## src/rtl/tc_host_reader.sv

```systemverilog
// tc_host_reader: SPI mode-0 host that reads WORD_SIZE-bit words from the
// thermocouple chip's slave port, on request or by periodic auto-polling.
// Each captured word is presented on o_wout with a one-cycle o_wstb.
module tc_host_reader #(
    parameter int WORD_SIZE   = 16,
    parameter int CLK_DIV     = 4,
    parameter int POLL_PERIOD = 10000
) (
    input  logic                 i_clk,
    input  logic                 i_rst,
    input  logic                 i_start,
    input  logic                 i_auto,
    input  logic [WORD_SIZE-1:0] i_win,
    output logic                 o_sck,
    output logic                 o_sce,
    output logic                 o_sout,
    input  logic                 i_sin,
    output logic [WORD_SIZE-1:0] o_wout,
    output logic                 o_wstb,
    output logic                 o_busy
);

    localparam int DW = $clog2(CLK_DIV + 1);
    localparam int BW = $clog2(WORD_SIZE + 1);
    localparam int PW = $clog2(POLL_PERIOD + 1);

    localparam logic [DW-1:0] DIV_LAST  = DW'(CLK_DIV - 1);
    localparam logic [BW-1:0] BIT_LAST  = BW'(WORD_SIZE - 1);
    localparam logic [PW-1:0] POLL_LAST = PW'(POLL_PERIOD - 1);

    typedef enum logic [2:0] {
        S_IDLE,
        S_SETUP,
        S_SHIFT,
        S_HOLD,
        S_GAP
    } state_t;

    state_t               r_state;
    logic [DW-1:0]        r_div;
    logic [BW-1:0]        r_bit;
    logic [PW-1:0]        r_poll;
    logic [WORD_SIZE-1:0] r_tx;
    logic [WORD_SIZE-1:0] r_rx;
    logic                 r_sck;
    logic                 r_sce;
    logic                 r_sout;
    logic [WORD_SIZE-1:0] r_wout;
    logic                 r_wstb;
    logic                 r_busy;

    logic w_div_end;
    logic w_poll_due;
    logic w_go;

    // A phase ends when the divider has counted CLK_DIV cycles; a start is
    // only honoured in IDLE, and a request plus a due poll collapse into one.
    assign w_div_end  = (r_div == DIV_LAST);
    assign w_poll_due = i_auto && (r_poll == POLL_LAST);
    assign w_go       = (r_state == S_IDLE) && (i_start || w_poll_due);

    // Poll counter: held at 0 while auto is off, restarted on every accepted
    // transaction, otherwise counts up and saturates on the due value.
    always_ff @(posedge i_clk) begin
        if (i_rst) begin
            r_poll <= '0;
        end else if (!i_auto || w_go) begin
            r_poll <= '0;
        end else if (r_poll != POLL_LAST) begin
            r_poll <= r_poll + 1'b1;
        end
    end

    // Transaction FSM with registered SPI pins, busy flag and word strobe.
    always_ff @(posedge i_clk) begin
        if (i_rst) begin
            r_state <= S_IDLE;
            r_div   <= '0;
            r_bit   <= '0;
            r_tx    <= '0;
            r_rx    <= '0;
            r_sck   <= 1'b0;
            r_sce   <= 1'b1;
            r_sout  <= 1'b0;
            r_wout  <= '0;
            r_wstb  <= 1'b0;
            r_busy  <= 1'b0;
        end else begin
            r_wstb <= 1'b0;
            case (r_state)
                S_IDLE: begin
                    if (w_go) begin
                        r_tx    <= i_win;
                        r_sout  <= i_win[WORD_SIZE-1];
                        r_sce   <= 1'b0;
                        r_busy  <= 1'b1;
                        r_div   <= '0;
                        r_bit   <= '0;
                        r_state <= S_SETUP;
                    end
                end
                S_SETUP: begin
                    if (w_div_end) begin
                        r_div   <= '0;
                        r_sck   <= 1'b1;
                        r_state <= S_SHIFT;
                    end else begin
                        r_div <= r_div + 1'b1;
                    end
                end
                S_SHIFT: begin
                    if (!w_div_end) begin
                        r_div <= r_div + 1'b1;
                    end else if (r_sck) begin
                        // Last cycle of the high phase: sample MISO late so
                        // the slave's synchronized SCK has long settled, then
                        // fall and move the next MOSI bit out.
                        r_div  <= '0;
                        r_rx   <= {r_rx[WORD_SIZE-2:0], i_sin};
                        r_sck  <= 1'b0;
                        r_tx   <= {r_tx[WORD_SIZE-2:0], 1'b0};
                        r_sout <= r_tx[WORD_SIZE-2];
                    end else if (r_bit == BIT_LAST) begin
                        // Full low phase after the final fall has elapsed.
                        r_div   <= '0;
                        r_bit   <= '0;
                        r_state <= S_HOLD;
                    end else begin
                        r_div <= '0;
                        r_bit <= r_bit + 1'b1;
                        r_sck <= 1'b1;
                    end
                end
                S_HOLD: begin
                    if (w_div_end) begin
                        r_div   <= '0;
                        r_sce   <= 1'b1;
                        r_sout  <= 1'b0;
                        r_wout  <= r_rx;
                        r_wstb  <= 1'b1;
                        r_state <= S_GAP;
                    end else begin
                        r_div <= r_div + 1'b1;
                    end
                end
                S_GAP: begin
                    if (w_div_end) begin
                        r_div   <= '0;
                        r_busy  <= 1'b0;
                        r_state <= S_IDLE;
                    end else begin
                        r_div <= r_div + 1'b1;
                    end
                end
                default: begin
                    r_state <= S_IDLE;
                    r_sce   <= 1'b1;
                    r_sck   <= 1'b0;
                    r_sout  <= 1'b0;
                    r_busy  <= 1'b0;
                end
            endcase
        end
    end

    assign o_sck  = r_sck;
    assign o_sce  = r_sce;
    assign o_sout = r_sout;
    assign o_wout = r_wout;
    assign o_wstb = r_wstb;
    assign o_busy = r_busy;

endmodule

```

## config.mk

```make
export PLATFORM = sky130hd
export DESIGN_NAME = tc_host_reader
export DESIGN_NICKNAME = d
export VERILOG_FILES = /design/src/rtl/tc_host_reader.sv
export SDC_FILE = /design/constraint.sdc
export NUM_CORES = 1
export LEC_CHECK = 0
export BUFFER_PORTS_ARGS = -buffer_cell sky130_fd_sc_hd__buf_2
export CORE_UTILIZATION = 25
export CTS_CLUSTER_SIZE = 24
export DETAILED_ROUTE_END_ITERATION = 8
export MAX_ROUTING_LAYER = met4
export PLACE_DENSITY = 0.46
export SLEW_MARGIN = 0
export SYNTH_ARGS = -nofsm -noshare
export SYNTH_HDL_FRONTEND = slang
export SYNTH_SLANG_ARGS = --single-unit
```

## constraint.sdc

```tcl
create_clock -name i_clk -period 1.9 [get_ports i_clk]
set_input_delay 0.38 -clock i_clk [delete_from_list [all_inputs] [get_ports i_clk]]
set_output_delay 0.38 -clock i_clk [all_outputs]
set_load 0.005 [all_outputs]
```

# After elaboration in Yosys (flattened, before gate mapping)
# Cells that the tools add are included.
totals:
  ff_bits: 77
  latchBits: 0
  mem_bits_rw: 0
  rom_bits: 0
  inputBits: 21
  out_inout_bits: 21
  word_cells: 96
  mem_count: 0
op_classes:
  add_sub_neg: 3
  n_mul: 0
  div: 0
  order_cmp: 0
  n_eq_ne: 16
  n_shift: 0
  mux: 35
  bitwise: 5
  reduce_logical: 25
ops:
  columns: ["op", "n"]
  rows:
  - ["15-bit two-way mux", 3]
  - ["15-bit one-hot mux with 2 select lines", 1]
  - ["3-bit two-way mux", 9]
  - ["5-bit two-way mux", 4]
  - ["2-bit != test (second input constant)", 8]
  - ["3-bit one-hot mux with 5 select lines", 1]
  - ["14-bit by 1-bit adder with 14-bit output (second input constant)", 1]
  - ["14-bit equality test (second input constant)", 1]
  - ["14-bit != test (second input constant)", 1]
  - ["3-bit AND reduction", 4]
  - ["1-bit two-way mux", 11]
  - ["5-bit one-hot mux with 2 select lines", 1]
  - ["3-bit by 2-bit equality test with 1-bit output (second input constant)", 3]
  - ["1-bit one-hot mux with 3 select lines", 3]
  - ["3-bit OR reduction", 3]
  - ["4-bit AND reduction", 2]
  - ["7-bit AND reduction", 1]
  - ["3-bit one-hot mux with 2 select lines", 1]
  - ["2-bit OR reduction", 3]
  - ["5-bit by 1-bit adder with 5-bit output (second input constant)", 1]
  - ["5-bit by 4-bit equality test with 1-bit output (second input constant)", 1]
  - ["1-bit inverter", 5]
  - ["5-bit AND reduction", 1]
  - ["1-bit one-hot mux with 4 select lines", 1]
  - ["other kinds (10)", 14]

# Longest topological paths before layout
# Gate-level depths: netlist of run 1.
depth:
  depth_word: 6
  depth_mapped: 8
  depth_no_buf: 6

# Worst setup path before layout of run 1
# No wires, ideal clock.
synth_path:
  path_type: "reg-to-reg"
  from: "register r_div[0]"
  to: "register r_wout[10] (netlist: o_wout[10])"
  setup_ps: 132
  arrival_ps: 1767
  t_required_ps: 1768
  setup_slack_ps: 1
  path_stages_with_launch: 9
  n_path_buf: 2
  period_less_slack_ps: 1899
  path_cell_list: "dfxtp_1 -> ha_1 -> nor2b_1 -> nand3_1 -> or2_2 -> buf_2 -> clkbuf_1 -> nand2_1 -> a21oi_1"
synth_between:
  elab_chain_cells: 2
synth_lines:
  columns: ["item", "line", "text"]
  rows:
  - ["start, declared", "40", "logic [DW-1:0] r_div;"]
  - ["start signal, assigned", "108", "r_div <= r_div + 1'b1;"]
  - ["start signal, assigned", "113", "r_div <= r_div + 1'b1;"]
  - ["start signal, assigned", "143", "r_div <= r_div + 1'b1;"]
  - ["3-bit by 2-bit equality test with 1-bit output", "58", "assign w_div_end = (r_div == DIV_LAST);"]
  - ["2-bit AND reduction (no source line)", null, null]
  - ["end signal, assigned", "139", "r_wout <= r_rx;"]
  - ["end, declared", "48", "logic [WORD_SIZE-1:0] r_wout;"]
# Every way passes these cells.
# A chain may end at the register's enable or synchronous reset.

# Worst setup path in the final report of run 1
layout_path:
  from: "register r_poll[5]"
  to: "register r_bit[0]"
layout_between:
  elab_chain_cells: 6
layout_lines:
  columns: ["item", "line", "text"]
  rows:
  - ["start, declared", "42", "logic [PW-1:0] r_poll;"]
  - ["start signal, assigned", "70", "r_poll <= r_poll + 1'b1;"]
  - ["14-bit equality test", "59", "assign w_poll_due = i_auto && (r_poll == POLL_LAST);"]
  - ["1-bit logical AND", "59", null]
  - ["1-bit logical OR", "60", "assign w_go = (r_state == S_IDLE) && (i_start || w_poll_due);"]
  - ["1-bit logical AND", "60", null]
  - ["2-bit != test (no source line)", null, null]
  - ["4-bit AND reduction (no source line)", null, null]
  - ["end signal, assigned", "130", "r_bit <= r_bit + 1'b1;"]
  - ["end, declared", "41", "logic [BW-1:0] r_bit;"]
# Every way passes these cells.

==> results of run 1 <==
-- sequential cells by signal, indices dropped and copies added (netlist names) --
signal   count
o_busy       1
o_wout      16
r_state      3
r_tx        15
r_poll      14
o_sck        1
r_bit        5
o_wstb       1
r_rx        16
o_sout       1
r_div        3
o_sce        1
-- per-layer routing --
metal  vias up  track usage (%)  wire (µm)
li1       1486                -          -
met1      1376            14.31       3836
met2        41            19.04       3853
met3         9            3.523        223
met4         0            4.984        110
met5         -                -          0
-- final cells by class --
class | count | share of cell area [%]
tap | 176 | 4.999
sequential | 77 | 35.08
inverter | 3 | 0.2556
clock inverter | 7 | 1.846
multi-input combinational | 285 | 39.53
timing repair buffer | 82 | 13.18
clock buffer | 9 | 5.112
-- final timing paths --
check / start / end / slack [ns] / cells past startpoint
setup reg to reg: r_poll[5] / r_bit[0] / 0.03 / 7
hold reg to reg: r_bit[4] / r_bit[4] / 0.45 / 2
setup / recovery: r_poll[5] / r_bit[0] / 0.03 / 7
hold / removal: i_sin / r_rx[0] / 0.29 / 3
-- per-stage QoR --
step	setup TNS [ns]	setup WS [ns]	std cells	hold slack, ns	area [µm²]
finish	0	0.02529	639	0.2869	4405
global route	-0.09808	-0.06044	639	0.2945	4405
CTS	0	0.03092	632	0.2686	4288
detailed placement	0	0.04224	616	0.4418	3981
global placement	0	0.07890	616	0.4362	3981
floorplan	0	0.001255	389	0.4222	3392
-- cells by family after synthesis --
kind of cell,after synthesis
buffers and inverters,27
DFF,77
adders and majority gates,3
AOI/OAI and AO/OA,83
muxes,16
xor gates and xnor gates,13
and+or+nand+nor,170
-- worst max-delay path: stages, from the launching register on --
cell     delay [ns]
dfxtp_2        0.33
nor4b_4        0.37
a41oi_4        0.19
buf_6          0.17
o31ai_4        0.31
buf_4          0.17
mux2i_1        0.17
nor2_1         0.05
-- cells in the mapped netlist (2+ instances only) --
cell       n  area (µm²)
inv_1      3       11.26
a31oi_1    2       12.51
nand4_1    5       31.28
a311oi_1   2       17.52
mux2i_1   16       160.2
o21ai_0    6       30.03
a21oi_1   42       210.2
nor2_1    39       146.4
xor2_1    10       87.58
a211oi_1   3       22.52
a32o_1     2       20.02
a211oi_2  14       175.2
nand2b_1   2       12.51
nor4b_1    2       17.52
nor3b_1    2       15.01
nand3_1   10       50.05
nor3_1     8       40.04
buf_6      2       22.52
clkbuf_1  13       48.80
buf_4      3       22.52
nand2_1   88       330.3
and3_1     4       25.02
buf_2      5       25.02
a22oi_1    2       15.01
dfxtp_1   77        1541
ha_1       3       37.54
nor2b_1    2       12.51
xnor2_1    3       26.28
-- where the power goes --
| part | total [W] | internal (W) | switching [W] |
|---|---|---|---|
| logic | 0.000305 | 0.000147 | 0.000158 |
| registers | 0.00170 | 0.00166 | 0.0000364 |
| clock network | 0.00177 | 0.00104 | 0.000732 |
| total | 0.00377 | 0.00284 | 0.000927 |
-- timing repair --
item | CTS | global route
hold buffers | 0 | 0
resized for setup | 0 | 10
buffers inserted | 0 | 5
setup endpoints to repair | 0 | 20
endpoints found under the hold margin | 0 | 0
==> summary.txt, run 1 <==
Global routing
  – Largest net degree at the start of global routing: 31
  – Gr ovfl total: 0
  – Initial antenna violation count: 0
  – Global-route wire length before repair: 13.01 mm
  – Global Route Usage Sum: 12.05%
  – Number of global-route vias before repair: 2,740

Worst setup path
  – WS Path Type: reg2reg
  – Crit end category: flip-flop
  – Critical Path AT: 2.10 ns
  – CP Max Fanout: 4
  – Critical Path Source Type: flip-flop
  – WP data required: 2.13 ns

Detailed routing
  – DR vias: 2,912
  – Drt wl/cell: 12.56 µm
  – DRT Pass-1 Iters: 4
  – DR vias/cell: 4.557
  – DRC viols: 0
  – Routed Antenna Nets: 0
  – DRT Wirelength: 8.024 mm
  – Initial DRC Count: 135

CTS
  – CTS Buffer Depth: 2
  – CTS Sinks: 77
  – Clock transition at path regs: 0.06 ns
  – H-tree levels: 3
  – Num CTS Buffers: 9
  – CTS Root Cell: clkbuf_16
  – Clk Latency, worst-skew pair: 0.34 ns
  – CTS tree: done

Synth
  – Post-synth EDFFs: 0
  – Synth Area in XOR/XNOR: 3.357%
  – Main flop type after synthesis: dfxtp_1
  – Synth Instances: 389
  – Post-Syn Nets: 413
  – Main combinational cell family by area after synthesis: simple AND/OR/NAND/NOR gates
  – Multiplexer share of the synthesized area: 4.722%
  – Seq/Total Area, Yosys: 45.44%
  – Syn Area/Cell: 8.720 µm²
  – Unique masters post-synth: 47
  – Synth Area in Compound Gates: 18.89%
  – Adder-Cell Fraction of Synth Area: 1.107%
  – Ys async rst share: 0%
  – Mapped Area: 0.003392 mm²
  – Flops & latches, synth: 77
  – Yosys warnings: 0
  – Post-Synth Simple-Gate Area: 22.54%

Finish
  – Register Area: 0.001545 mm²
  – Inserted Diodes: 0
  – Nets@finish: 482
  – Area grow syn2layout: 29.88%
  – Layout cells sized above 1: 27.00%
  – Leading cell type in the layout, fill and taps excluded: nand2_1
  – Commonest cells after routing, fill and taps aside: nand2_1 (88), dfxtp_1 (74), a21oi_1 (42)
  – # fillers: 1,391
  – Fin util: 33.27%
  – Area of the multi-input gates: 0.001742 mm²

Die
  – Starting Density: 25.61%
  – Core area: 0.01324 mm²
  – Die Wd: 118.5 µm
  – Die Area: 0.01404 mm²
  – Die height: 118.5 µm
  – Core Rows: 42
  – Boundary Pins: 42

STA
  – Slew Limit Fails: 0
  – # setup viols final: 0
  – Final Cycle Share: 98.67%
  – Clock skew: 0.008466 ns
  – Unrepaired setup endpoints after global routing: true
  – Worst Max-Slew Pin Slew: 0.5732 ns
  – Maximum clock rate: 533.4 MHz
  – Final Hold Violating Endpoints: 0
  – Relative slew slack: 61.65%
  – Post-layout min period: 1.875 ns

Power and ir drop
  – VDD IR max: 319.7 µV
  – Power density cells: 855.8 mW/mm²
  – Design Power: 0.003770 W
  – Leak Pwr: 1.659 nW

Place
  – DP Wirelength: 5.398 mm
  – Routability cong.: 0.7589
  – Port Buffers: 41

Job
  – Max-cap violations: 0

Status
  – Status: finished clean

Hold path
  – HP Class: in2reg
Note: power is estimated with default switching activity, not from simulation.
==> run 2, diff against run 1 <==
Settings changed: CELL_PAD_IN_SITES_DETAIL_PLACEMENT set to 1, CELL_PAD_IN_SITES_GLOBAL_PLACEMENT set to 1, PLACE_DENSITY 0.46 to 0.51, SLEW_MARGIN 0 to 5.
==> summary.txt, run 2 (same netlist as run 1, synthesis figures left out) <==
Status
  – Status: finished clean (unchanged)

Hold path
  – HP Class: in2reg (unchanged)
  – Hold Crit Endpoint: r_rx[0] (unchanged)
  – Worst hold path depth: 3 (unchanged)
  – Hold path start: i_sin (unchanged)

STA
  – # setup viols final: 0 (unchanged)
  – Final Hold Violating Endpoints: 0 (unchanged)
  – Relative slew slack: 68.13% (was 61.65%)
  – Worst Max-Slew Pin Slew: 0.4730 ns (was 0.5732 ns)
  – Slew Limit Fails: 0 (unchanged)
  – Worst hold margin: 0.2767 ns (was 0.2869 ns)
  – Post-layout min period: 1.809 ns (was 1.875 ns)
  – Unrepaired setup endpoints after global routing: true (unchanged)
  – Clock skew: 0.01074 ns (was 0.008466 ns)
  – Maximum clock rate: 552.8 MHz (was 533.4 MHz)
  – Final Cycle Share: 95.21% (was 98.67%)

Finish
  – Area grow syn2layout: 28.77% (was 29.88%)
  – Cell Count, Final, Fillers Out: 636 (was 639)
  – Commonest cells after routing, fill and taps aside: nand2_1 (88), dfxtp_1 (77), a21oi_1 (42) (was nand2_1 (88), dfxtp_1 (74), a21oi_1 (42))
  – Nets@finish: 479 (was 482)
  – Layout cells sized above 1: 25.87% (was 27.00%)
  – Leading cell type in the layout, fill and taps excluded: nand2_1 (unchanged)
  – Fin util: 32.98% (was 33.27%)
  – Inserted Diodes: 0 (unchanged)

Power and ir drop
  – Power share of the combinational group: 8.0% (was 8.1%)
  – Switching Fraction: 24.10% (was 24.58%)
  – VDD IR max: 445.1 µV (was 319.7 µV)
  – Pint: 0.002867 W (was 0.002843 W)
  – Clock network power share: 47.1% (was 46.9%)
  – Leak Pwr: 1.646 nW (was 1.659 nW)
  – Reg power frac: 44.9% (was 45.0%)
  – Power density cells: 865.0 mW/mm² (was 855.8 mW/mm²)
  – Sw power: 0.0009106 W (was 0.0009267 W)

Die
  – Starting Density: 25.61% (unchanged)
  – Boundary Pins: 42 (unchanged)
  – Die Wd: 118.5 µm (unchanged)
  – Core Rows: 42 (unchanged)
  – Die height: 118.5 µm (unchanged)
  – Die Area: 0.01404 mm² (unchanged)
  – Core area: 0.01324 mm² (unchanged)

Worst setup path
  – Flop2flop setup slack: 0.09 ns (was 0.03 ns)
  – WS Path Type: reg2reg (unchanged)
  – Crit end category: flip-flop (unchanged)
  – Critical Path Source Type: flip-flop (unchanged)
  – CP Max Fanout: 7 (was 4)
  – Worst r2r src: r_poll[0] (was r_poll[5])
  – Worst r2r path cells: 8 (was 7)
  – Critical Path AT: 2.07 ns (was 2.10 ns)
  – Reg-to-Reg End: r_tx[8] (was r_bit[0])
  – WP data required: 2.16 ns (was 2.13 ns)

Detailed routing
  – Initial DRC Count: 93 (was 135)
  – Routed Antenna Nets: 0 (unchanged)
  – DRC viols: 0 (unchanged)
  – DRT Pass-1 Iters: 4 (unchanged)
  – DR vias: 2,931 (was 2,912)
  – Drt wl/cell: 13.63 µm (was 12.56 µm)
  – DR vias/cell: 4.608 (was 4.557)
  – DRT Wirelength: 8.669 mm (was 8.024 mm)

Place
  – DP Wirelength: 6.018 mm (was 5.398 mm)
  – DP Cell Count: 615 (was 616)
  – Port Buffers: 41 (unchanged)
  – Routability cong.: 0.7471 (was 0.7589)

CTS
  – CTS Buffer Depth: 2 (unchanged)
  – H-tree levels: 3 (unchanged)
  – Clock transition at path regs: 0.06 ns (about the same)
  – Num CTS Buffers: 9 (unchanged)
  – Clk Latency, worst-skew pair: 0.35 ns (was 0.34 ns)
  – Hold_buf cts: 0 (unchanged)
  – CTS Sinks: 77 (unchanged)
  – CTS tree: done (unchanged)
  – CTS Root Cell: clkbuf_16 (unchanged)

Global routing
  – Largest net degree at the start of global routing: 34 (was 31)
  – Global-route wire length before repair: 14.50 mm (was 13.01 mm)
  – Number of global-route vias before repair: 2,982 (was 2,740)
  – Global Route Usage Sum: 13.54% (was 12.05%)
  – Gr ovfl total: 0 (unchanged)
  – Initial antenna violation count: 0 (unchanged)

Job
  – Max-cap violations: 0 (unchanged)
run 2: cell types whose count changed in the layout (fill, tap and decap cells not counted), moves of 2 or more:
cell     delta
dfxtp_1     +3
dfxtp_2     -3
inv_6       -2
buf_6       -2
run 2: timing repair:
item / CTS / global route
gates resized for setup: 1 / 3
setup endpoints to repair: 1 / 33
endpoints found under the hold margin: 0 / 0
setup buffers: 2 / 1
pin swaps: 1 / 3
gates cloned: 0 / 2
run 2: worst max-delay path by stage:
| stage | startpoint | to | slack [ns] | cells past startpoint |
|---|---|---|---|---|
| final | r_poll[0] | r_tx[8] | 0.09 | 8 |
| after global routing | r_poll[0] | r_bit[0] | -0.01 | 8 |
| after CTS | r_poll[1] | r_bit[0] | 0.01 | 8 |
| after detailed placement | r_poll[1] | r_bit[3] | -0.0003 | 7 |
| after global placement | r_poll[0] | r_bit[3] | 0.05 | 7 |
| after floorplan | r_div[0] | o_wout[10] | 0.001 | 8 |
run 2: routing by layer:
metal / routed length [µm] / GRT usage, % / up-vias
li1: - / - / 1478
met1: 4068 / 15.88 / 1408
met2: 4208 / 21.65 / 31
met3: 282 / 4.778 / 14
met4: 109 / 4.272 / 0
met5: 0 / - / -
run 2: final cells by class:
class / count / area, µm²
clock buffers: 10 / 239.0
clock inverters: 6 / 71.32
fillers: 1588 / 8875
inverters: 3 / 11.26
multi-input cells: 285 / 1734
flip-flops and latches: 77 / 1541
well taps: 176 / 220.2
repair buffers: 79 / 550.5
run 2: power by group through the flow:
stage / logic (W) / registers [W] / clock network (W)
6_report: 0.000302 / 0.00170 / 0.00178
5_1_grt: 0.000334 / 0.00170 / 0.00194
3_5_place_dp: 0.000273 / 0.00173 / 0
2_1_floorplan: 0.000186 / 0.00172 / 0
4_1_cts: 0.000280 / 0.00170 / 0.00186
3_3_place_gp: 0.000266 / 0.00173 / 0
run 2: stage by stage:
stage | setup TNS [ns] | total power, W | setup WS (ns) | instance area [µm²]
after global placement | 0 | 0.001998 | 0.05352 | 3974
after floorplan | 0 | 0.001908 | 0.001255 | 3392
final | 0 | 0.003778 | 0.09108 | 4368
after detailed placement | -0.0002980 | 0.002008 | -0.0002980 | 3974
after CTS | 0 | 0.003836 | 0.01468 | 4300
after global routing | -0.01399 | 0.003975 | -0.01399 | 4368
run 2: worst max-delay path: stages, from the launching register on:
cell and delay [ns]:
dfxtp_1 0.34, ha_1 0.17, and3b_2 0.23, a41oi_4 0.14, a221oi_4 0.27, buf_4 0.19
clkbuf_16 0.16, nor2_1 0.05, a211oi_2 0.18
